==> config.mk <==
export PLATFORM = sky130hd
export DESIGN_NAME = atm_pin_keypad
export DESIGN_NICKNAME = d
export VERILOG_FILES = /design/src/rtl/atm_pin_keypad.sv
export SDC_FILE = /design/constraint.sdc
export NUM_CORES = 1
export LEC_CHECK = 0
export BUFFER_PORTS_ARGS = -buffer_cell sky130_fd_sc_hd__buf_2
export CAP_MARGIN = 20
export CORE_ASPECT_RATIO = 0.7
export CORE_MARGIN = 10
export CORE_UTILIZATION = 45
export DETAILED_ROUTE_END_ITERATION = 8
export GPL_TIMING_DRIVEN = 1
export MAX_ROUTING_LAYER = met4
export PLACE_DENSITY = 0.72
export RECOVER_POWER = 25
export SYNTH_ARGS = -nofsm -noshare
export SYNTH_HDL_FRONTEND = slang
export SYNTH_SLANG_ARGS = --single-unit
==> constraint.sdc <==
create_clock -name i_clk -period 2 [get_ports i_clk]
set_input_delay 0.4 -clock i_clk [delete_from_list [all_inputs] [get_ports i_clk]]
set_output_delay 0.4 -clock i_clk [all_outputs]
set_load 0.02 [all_outputs]
==> src/rtl/atm_pin_keypad.sv <==
// Keypad front end for the ATM controller: assembles four BCD digits into a PIN,
// with edit keys, cancel and an inactivity timeout. All outputs are registered.
module atm_pin_keypad #(
    parameter int TIMEOUT_CYCLES = 1000,
    parameter int TIMER_W        = 16
) (
    input  logic        i_clk,
    input  logic        i_rst_n,
    input  logic        i_enable,
    input  logic        i_key_valid,
    input  logic [3:0]  i_key_code,
    output logic [15:0] o_pin_input,
    output logic        o_pin_ready,
    output logic [2:0]  o_digit_count,
    output logic        o_key_error,
    output logic        o_cancel,
    output logic        o_timeout,
    output logic        o_busy
);

    typedef enum logic [1:0] {
        S_IDLE    = 2'd0,
        S_COLLECT = 2'd1,
        S_DONE    = 2'd2
    } state_t;

    localparam logic [3:0]         K_CLEAR    = 4'hA;
    localparam logic [3:0]         K_BACK     = 4'hB;
    localparam logic [3:0]         K_ENTER    = 4'hC;
    localparam logic [3:0]         K_CANCEL   = 4'hD;
    localparam logic [TIMER_W-1:0] TIMER_LAST = TIMER_W'(TIMEOUT_CYCLES - 1);
    localparam logic [TIMER_W-1:0] TIMER_ONE  = TIMER_W'(1);

    state_t             r_state;
    logic [15:0]        r_shift;
    logic [2:0]         r_count;
    logic [TIMER_W-1:0] r_timer;
    logic               r_prev_en;
    logic [15:0]        r_pin_input;
    logic               r_pin_ready;
    logic               r_key_error;
    logic               r_cancel;
    logic               r_timeout;
    logic               r_busy;

    logic w_is_digit;
    logic w_full;

    assign w_is_digit = (i_key_code <= 4'h9);
    assign w_full     = (r_count == 3'd4);

    always_ff @(posedge i_clk or negedge i_rst_n) begin
        if (!i_rst_n) begin
            r_state     <= S_IDLE;
            r_shift     <= 16'h0000;
            r_count     <= 3'd0;
            r_timer     <= '0;
            r_prev_en   <= 1'b0;
            r_pin_input <= 16'h0000;
            r_pin_ready <= 1'b0;
            r_key_error <= 1'b0;
            r_cancel    <= 1'b0;
            r_timeout   <= 1'b0;
            r_busy      <= 1'b0;
        end else begin
            r_prev_en   <= i_enable;
            r_pin_ready <= 1'b0;
            r_key_error <= 1'b0;
            r_cancel    <= 1'b0;
            r_timeout   <= 1'b0;
            case (r_state)
                S_IDLE: begin
                    // Only a fresh rising edge of enable starts an entry.
                    if (i_enable && !r_prev_en) begin
                        r_state <= S_COLLECT;
                        r_busy  <= 1'b1;
                        r_shift <= 16'h0000;
                        r_count <= 3'd0;
                        r_timer <= '0;
                    end
                end
                S_COLLECT: begin
                    if (!i_enable) begin
                        r_state <= S_IDLE;
                        r_busy  <= 1'b0;
                        r_shift <= 16'h0000;
                        r_count <= 3'd0;
                        r_timer <= '0;
                    end else if (i_key_valid) begin
                        r_timer <= '0;
                        if (w_is_digit) begin
                            if (!w_full) begin
                                r_shift <= {r_shift[11:0], i_key_code};
                                r_count <= r_count + 3'd1;
                            end else begin
                                r_key_error <= 1'b1;
                            end
                        end else begin
                            case (i_key_code)
                                K_CLEAR: begin
                                    r_shift <= 16'h0000;
                                    r_count <= 3'd0;
                                end
                                K_BACK: begin
                                    if (r_count != 3'd0) begin
                                        r_shift <= {4'h0, r_shift[15:4]};
                                        r_count <= r_count - 3'd1;
                                    end else begin
                                        r_key_error <= 1'b1;
                                    end
                                end
                                K_ENTER: begin
                                    if (w_full) begin
                                        r_pin_input <= r_shift;
                                        r_pin_ready <= 1'b1;
                                        r_state     <= S_DONE;
                                        r_busy      <= 1'b0;
                                        r_shift     <= 16'h0000;
                                        r_count     <= 3'd0;
                                    end else begin
                                        r_key_error <= 1'b1;
                                    end
                                end
                                K_CANCEL: begin
                                    r_cancel <= 1'b1;
                                    r_state  <= S_IDLE;
                                    r_busy   <= 1'b0;
                                    r_shift  <= 16'h0000;
                                    r_count  <= 3'd0;
                                end
                                default: r_key_error <= 1'b1;
                            endcase
                        end
                    end else if (r_timer == TIMER_LAST) begin
                        r_timeout <= 1'b1;
                        r_state   <= S_IDLE;
                        r_busy    <= 1'b0;
                        r_shift   <= 16'h0000;
                        r_count   <= 3'd0;
                        r_timer   <= '0;
                    end else begin
                        r_timer <= r_timer + TIMER_ONE;
                    end
                end
                S_DONE: begin
                    if (!i_enable) begin
                        r_pin_input <= 16'h0000;
                        r_state     <= S_IDLE;
                    end
                end
                default: begin
                    r_state <= S_IDLE;
                    r_busy  <= 1'b0;
                end
            endcase
        end
    end

    assign o_pin_input   = r_pin_input;
    assign o_pin_ready   = r_pin_ready;
    assign o_digit_count = r_count;
    assign o_key_error   = r_key_error;
    assign o_cancel      = r_cancel;
    assign o_timeout     = r_timeout;
    assign o_busy        = r_busy;

endmodule

Yosys cells after proc, flatten, opt, wreduce, memory -nomap -nowiden:

Index checks and enable logic that the tools add are counted.

* bits in registers: 59
* logic and storage cells: 121
* input port bits: 8
* output and inout port bits: 24

* bitwise logic cells: 1
* eq/ne operators: 23
* reductions and logical operators: 12
* multiplexer cells: 70
* add/subtract/negate cells: 3
* $lt $le $gt $ge: 1

Operators by type and width (number)
* 2-to-1 mux 16 bit: 17
* case mux 16 bit (2 select lines): 3
* case mux 16 bit (3 select lines): 1
* 2-to-1 mux 1 bit: 27
* 2-to-1 mux 3 bit: 8
* adder 16 x 1 -> 16 bit, second input constant: 1
* == test 16 x 10 -> 1 bit, second input constant: 1
* == test 4 bit, second input constant: 4
* 2-to-1 mux 2 bit: 7
* AND reduction 7 bit: 2
* inequality test 2 bit, second input constant: 6
* inequality test 6 bit, second input constant: 2
* AND reduction 6 bit: 2
* inequality test 5 bit, second input constant: 2
* case mux 3 bit (3 select lines): 1
* inequality test 4 bit, second input constant: 2
* inequality test 7 x 5 -> 1 bit, second input constant: 1
* case mux 1 bit (3 select lines): 2
* case mux 2 bit (3 select lines): 1
* case mux 3 bit (2 select lines): 1
* inequality test 5 x 3 -> 1 bit, second input constant: 1
* less-or-equal comparator 4 bit, second input constant: 1
* case mux 2 bit (2 select lines): 1
* nonzero test 2 bit: 2
* other kinds (14): 14

Logic depth before layout (Yosys ltp):

* word-level depth: 7
* depth in mapped cells: 9
* mapped depth without buffers: 7

Worst setup path before layout:

Ideal clock, no wire load.

* kind: register to register
* start: register r_count[0] (netlist: o_digit_count[0])
* end: register r_shift[10]
* arrival time: 1.987 ns
* path buffers: 2
* slack: -0.112 ns
* required time: 1.875 ns
* stages on the path, launching flop included: 10
* cells stage by stage: dfrtp_1 -> inv_1 -> ha_1 -> nand2_1 -> o32ai_1 -> o2111ai_1 -> and3_1 -> buf_6 -> buf_12 -> mux2_4

* word-level cells in the longest chain between the ends: 3

Ends and longest elaborated chain
* start: declaration: line 36 `logic [2:0] r_count;`
* start signal: assignment: line 94 `r_count <= r_count + 3'd1;`
* start signal: assignment: line 107 `r_count <= r_count - 3'd1;`
* == test 3 bit / nonzero test 3 bit (equally long branches): line 50, 105
* inequality test 6 bit (no line) / inequality test 5 bit (equally long branches)
* AND reduction 7 bit (no line) (*)
* end signal: assignment: line 93 `r_shift <= {r_shift[11:0], i_key_code};`
* end signal: assignment: line 106 `r_shift <= {4'h0, r_shift[15:4]};`
* end: declaration: line 35 `logic [15:0] r_shift;`

Every way passes the cells marked *; elsewhere a longest branch is shown, timed or not.
A chain may end at the register's enable or synchronous reset.

Final worst setup path:

* start: register r_count[0] (netlist: o_digit_count[0])
* end: register r_shift[7]

Same word-level chain as after synthesis.

==> run summary <==
TIMING
-----------------------------------------------------------------------------------------------------
Worst max-slew margin expressed relative to the limit                                           3.32%
Worst hold slack after final layout                                                            262 ps
Final hold violation count                                                                          0
Post-Route Skew                                                                               8.19 ps
Maximum achievable frequency                                                                  509 MHz
Fin Setup TNS                                                                                    0 ps
Final-report setup violation count                                                                  0
Final min period                                                                              1970 ps
Post-route setup slack                                                                        34.9 ps
Number of slew-limit violations in the final report                                                 0
Final cycle utilization of the critical path                                                    98.3%
Worst Max-Slew Pin Slew                                                                       1450 ps

GLOBAL ROUTE
-----------------------------------------------------------------------------------------------------
First-pass GRT wire length                                                                    12.1 mm
GRT overflow                                                                                        0
Vias in the first global route                                                                  2,430
Number of antenna violations at the first check in global routing                                   0
Maximum number of pins on one net before global-route repair                                       60
Total Routing Usage GR                                                                          14.8%

YOSYS
-----------------------------------------------------------------------------------------------------
Post-synthesis share of cell area spent on xor and xnor gates                                   3.47%
Largest family of logic cells by synthesized area                                        simple AND/OR/NAND/NOR gates
Share of cell area taken by muxes after synthesis                                               8.18%
Share of the synthesized area in compound gates (AO/OA/AOI/OAI)                                 13.6%
Post-synthesis share of cell area spent on full adders, half adders and majority gates          1.65%
Count of state elements after synthesis                                                            59
Yosys Warn Count                                                                                    0
Total standard cell area after synthesis                                                  0.00303 mm²
Ys flop type                                                                             sky130_fd_sc_hd__dfrtp_1
Share of async-settable or async-resettable flops after synthesis                                100%
Number of flops mapped to enable cells by yosys                                                     0
Area contributors post-synth                                                             sky130_fd_sc_hd__dfrtp_1, sky130_fd_sc_hd__nand3_1, sky130_fd_sc_hd__mux2_2
Cell with the most instances after synthesis                                             sky130_fd_sc_hd__dfrtp_1
Sequential element share of the synthesized area                                                48.8%
Distinct cell type count after synthesis                                                           50
Synth top area share                                                                            48.8%
Top post-synthesis cells by count                                                        sky130_fd_sc_hd__dfrtp_1, sky130_fd_sc_hd__nor2_1, sky130_fd_sc_hd__inv_1, sky130_fd_sc_hd__nand3_1, sky130_fd_sc_hd__o21ai_0
Dominant cell type by area after synthesis                                               sky130_fd_sc_hd__dfrtp_1
Nets in the synthesized netlist                                                                   311
Area share of and/or/nand/nor cells after synthesis                                             17.9%
Syn Area/Cell                                                                                10.1 µm²
Gate count after technology mapping                                                               299

WORST HOLD PATH
-----------------------------------------------------------------------------------------------------
Path category of the worst min-delay check                                                  in -> reg
Depth of the worst hold-timing path                                                                 1

PLACEMENT
-----------------------------------------------------------------------------------------------------
Routability Congestion                                                                          0.822
Final HPWL DP                                                                                 5.02 mm
Cell Area, Placed                                                                         0.00346 mm²
Worst-case setup slack after placement                                                        7.58 ps
Number of buffers inserted by port buffering                                                       31

FLOORPLAN
-----------------------------------------------------------------------------------------------------
Number of placed I/O pins                                                                          32
Initial Utilization                                                                             47.6%
Standard cell core area                                                                   0.00637 mm²
Die height                                                                                    88.6 µm
Horizontal extent of the die                                                                   118 µm
Cell row count                                                                                     24
Die area                                                                                   0.0105 mm²

POWER
-----------------------------------------------------------------------------------------------------
Internal power                                                                                2.24 mW
Max VDD drop                                                                                 0.454 mV
Clk network pwr share                                                                           34.3%
Power Dens Cells                                                                           874 mW/mm²
Sw Pwr                                                                                       0.987 mW
Sequential share of power                                                                       43.3%
Part of the power in combinational logic                                                        22.4%
Leakage power of the design                                                                   1.74 nW
Sw Share                                                                                        30.6%

JOB
-----------------------------------------------------------------------------------------------------
Count of maximum capacitance violations                                                             0

CTS
-----------------------------------------------------------------------------------------------------
Buffer cell driving the clock tree root                                                  sky130_fd_sc_hd__clkbuf_8
Sinks on the clock net                                                                             59
Buffer levels on the longest clock path                                                             2
Reg clk slew, reported paths                                                                    60 ps
Worst-skew pair later-pin latency                                                              340 ps
CTS tree                                                                                         done
H-tree Lvls                                                                                         3
CTS Hold Buffers Added                                                                              0
CTS Buf Count                                                                                       9

CELLS AND AREA
-----------------------------------------------------------------------------------------------------
Fraction of final layout cells sized beyond drive strength 1                                    29.9%
Post-Route Utilization                                                                          57.9%
Area growth from synthesis to layout                                                            21.8%
Antenna cell count                                                                                  0
Fin area                                                                                  0.00369 mm²
Total Nets Final                                                                                  365
Number of filler instances in the final layout                                                    578

RUN STATUS
-----------------------------------------------------------------------------------------------------
Result of the run                                                                        finished, final reports clean

ROUTE
-----------------------------------------------------------------------------------------------------
Routed wire length                                                                            7.19 mm
First-iteration detailed-routing DRC count                                                        186
Average wire per cell in the routed design                                                    16.0 µm
Number of detailed-route iterations in the first pass                                               4
Remaining routing DRC violations                                                                    0
Number of vias after detailed routing                                                           2,402
Post-route antenna net violation count                                                              0
Vias/cell                                                                                        5.35

CRITICAL PATH
-----------------------------------------------------------------------------------------------------
Number of cell instances on the worst register-to-register path                                     8
Worst endpoint required time                                                                  2220 ps
Arrival time at the worst endpoint                                                            2190 ps
Critical path capture point type                                                             register
Critical path class                                                                        reg -> reg
Launching element type of the critical path                                                  register
Biggest fanout along the worst timing path                                                         16

## layer usage
metal	part of all wire (%)	vias up	wire [µm]	global-route usage [%]
li1	-	1158	-	-
met1	52	1181	3750	19.7
met2	42	56	3040	20.9
met3	4.6	7	333	4.77
met4	0.86	0	62	4.59
met5	0	-	0	-
## cells by family (layout without fill, tap and decap cells)
logic type | after synthesis | in the layout
adders and majority gates | 4 | 4
and+or+nand+nor | 103 | 103
buffers and inverters | 42 | 101
xor gates and xnor gates | 12 | 12
DFF | 59 | 59
AOI/OAI and AO/OA | 59 | 59
muxes | 20 | 20
## layout make-up
cell class              instances  area [µm²]  area share [%]
inverters                      26         100            2.71
repair buffers                 59         387            10.5
well taps                      91         114            3.09
clock inverters                 4        48.8            1.32
multi-input cells             198        1400            38.1
flip-flops and latches         59        1480            40.1
clock buffers                  12         155            4.21
## power groups by stage
stage | Sequential (mW) | Combinational (mW) | Clock (mW)
2_1_floorplan | 1.54 | 0.313 | 0
3_3_place_gp | 1.41 | 0.708 | 0
3_5_place_dp | 1.41 | 0.719 | 0
4_1_cts | 1.39 | 0.729 | 1.13
5_1_grt | 1.41 | 0.798 | 1.20
6_report | 1.40 | 0.723 | 1.11
## flip-flops by register name (all words and copies together), names as in the netlist
name and flops:
o_pin_ready 1, r_timer 16, o_timeout 1, o_busy 1, o_digit_count 3, o_cancel 1
r_shift 16, r_prev_en 1, r_state 2, o_key_error 1, o_pin_input 16
## per-stage QoR
stage | std cells | total power, mW
after floorplan | 299 | 1.85
after detailed placement | 432 | 2.13
final | 449 | 3.22
after global routing | 449 | 3.41
after CTS | 448 | 3.25
after global placement | 432 | 2.11
## worst paths after layout
path                             startpoint               end  slack [ps]
max                        o_digit_count[0]        r_shift[7]          30
min                                i_enable         r_prev_en         260
max reg2reg                o_digit_count[0]        r_shift[7]          30
min reg2reg                       r_prev_en        r_state[0]         500
max in group asynchronous           i_rst_n  o_digit_count[1]         560
min in group asynchronous           i_rst_n        r_timer[5]         490
## cells in the final DEF, fill, tap and decap left out, types with 3 or more instances in the layout
master                       n
sky130_fd_sc_hd__buf_4      25
sky130_fd_sc_hd__nand2_1    12
sky130_fd_sc_hd__nor3_1      8
sky130_fd_sc_hd__mux2_2     10
sky130_fd_sc_hd__mux2_4      7
sky130_fd_sc_hd__clkbuf_8   11
sky130_fd_sc_hd__nor2b_1     3
sky130_fd_sc_hd__xnor2_1    10
sky130_fd_sc_hd__mux2i_1     3
sky130_fd_sc_hd__inv_1      24
sky130_fd_sc_hd__o21ai_0    22
sky130_fd_sc_hd__nand3_1    24
sky130_fd_sc_hd__o2111ai_1   3
sky130_fd_sc_hd__a21oi_1     9
sky130_fd_sc_hd__dfrtp_1    57
sky130_fd_sc_hd__a22oi_1     9
sky130_fd_sc_hd__buf_2      30
sky130_fd_sc_hd__and3_1      7
sky130_fd_sc_hd__nor2_1     30
## critical path: stages (launching register included)
cell and delay, ps:
sky130_fd_sc_hd__dfrtp_2 430, sky130_fd_sc_hd__inv_4 90, sky130_fd_sc_hd__ha_4 160, sky130_fd_sc_hd__a21o_1 170, sky130_fd_sc_hd__o32ai_2 90, sky130_fd_sc_hd__o2111ai_1 150
sky130_fd_sc_hd__and3_4 250, sky130_fd_sc_hd__buf_12 160, sky130_fd_sc_hd__mux2_2 350
## what timing repair did
action                     in CTS  in global routing
pin swaps                       0                  3
gates resized for setup         1                  5
setup endpoints to repair       2                 32
buffers inserted                0                  1
gates cloned                    0                  0
(Power assumes the default switching activity.)
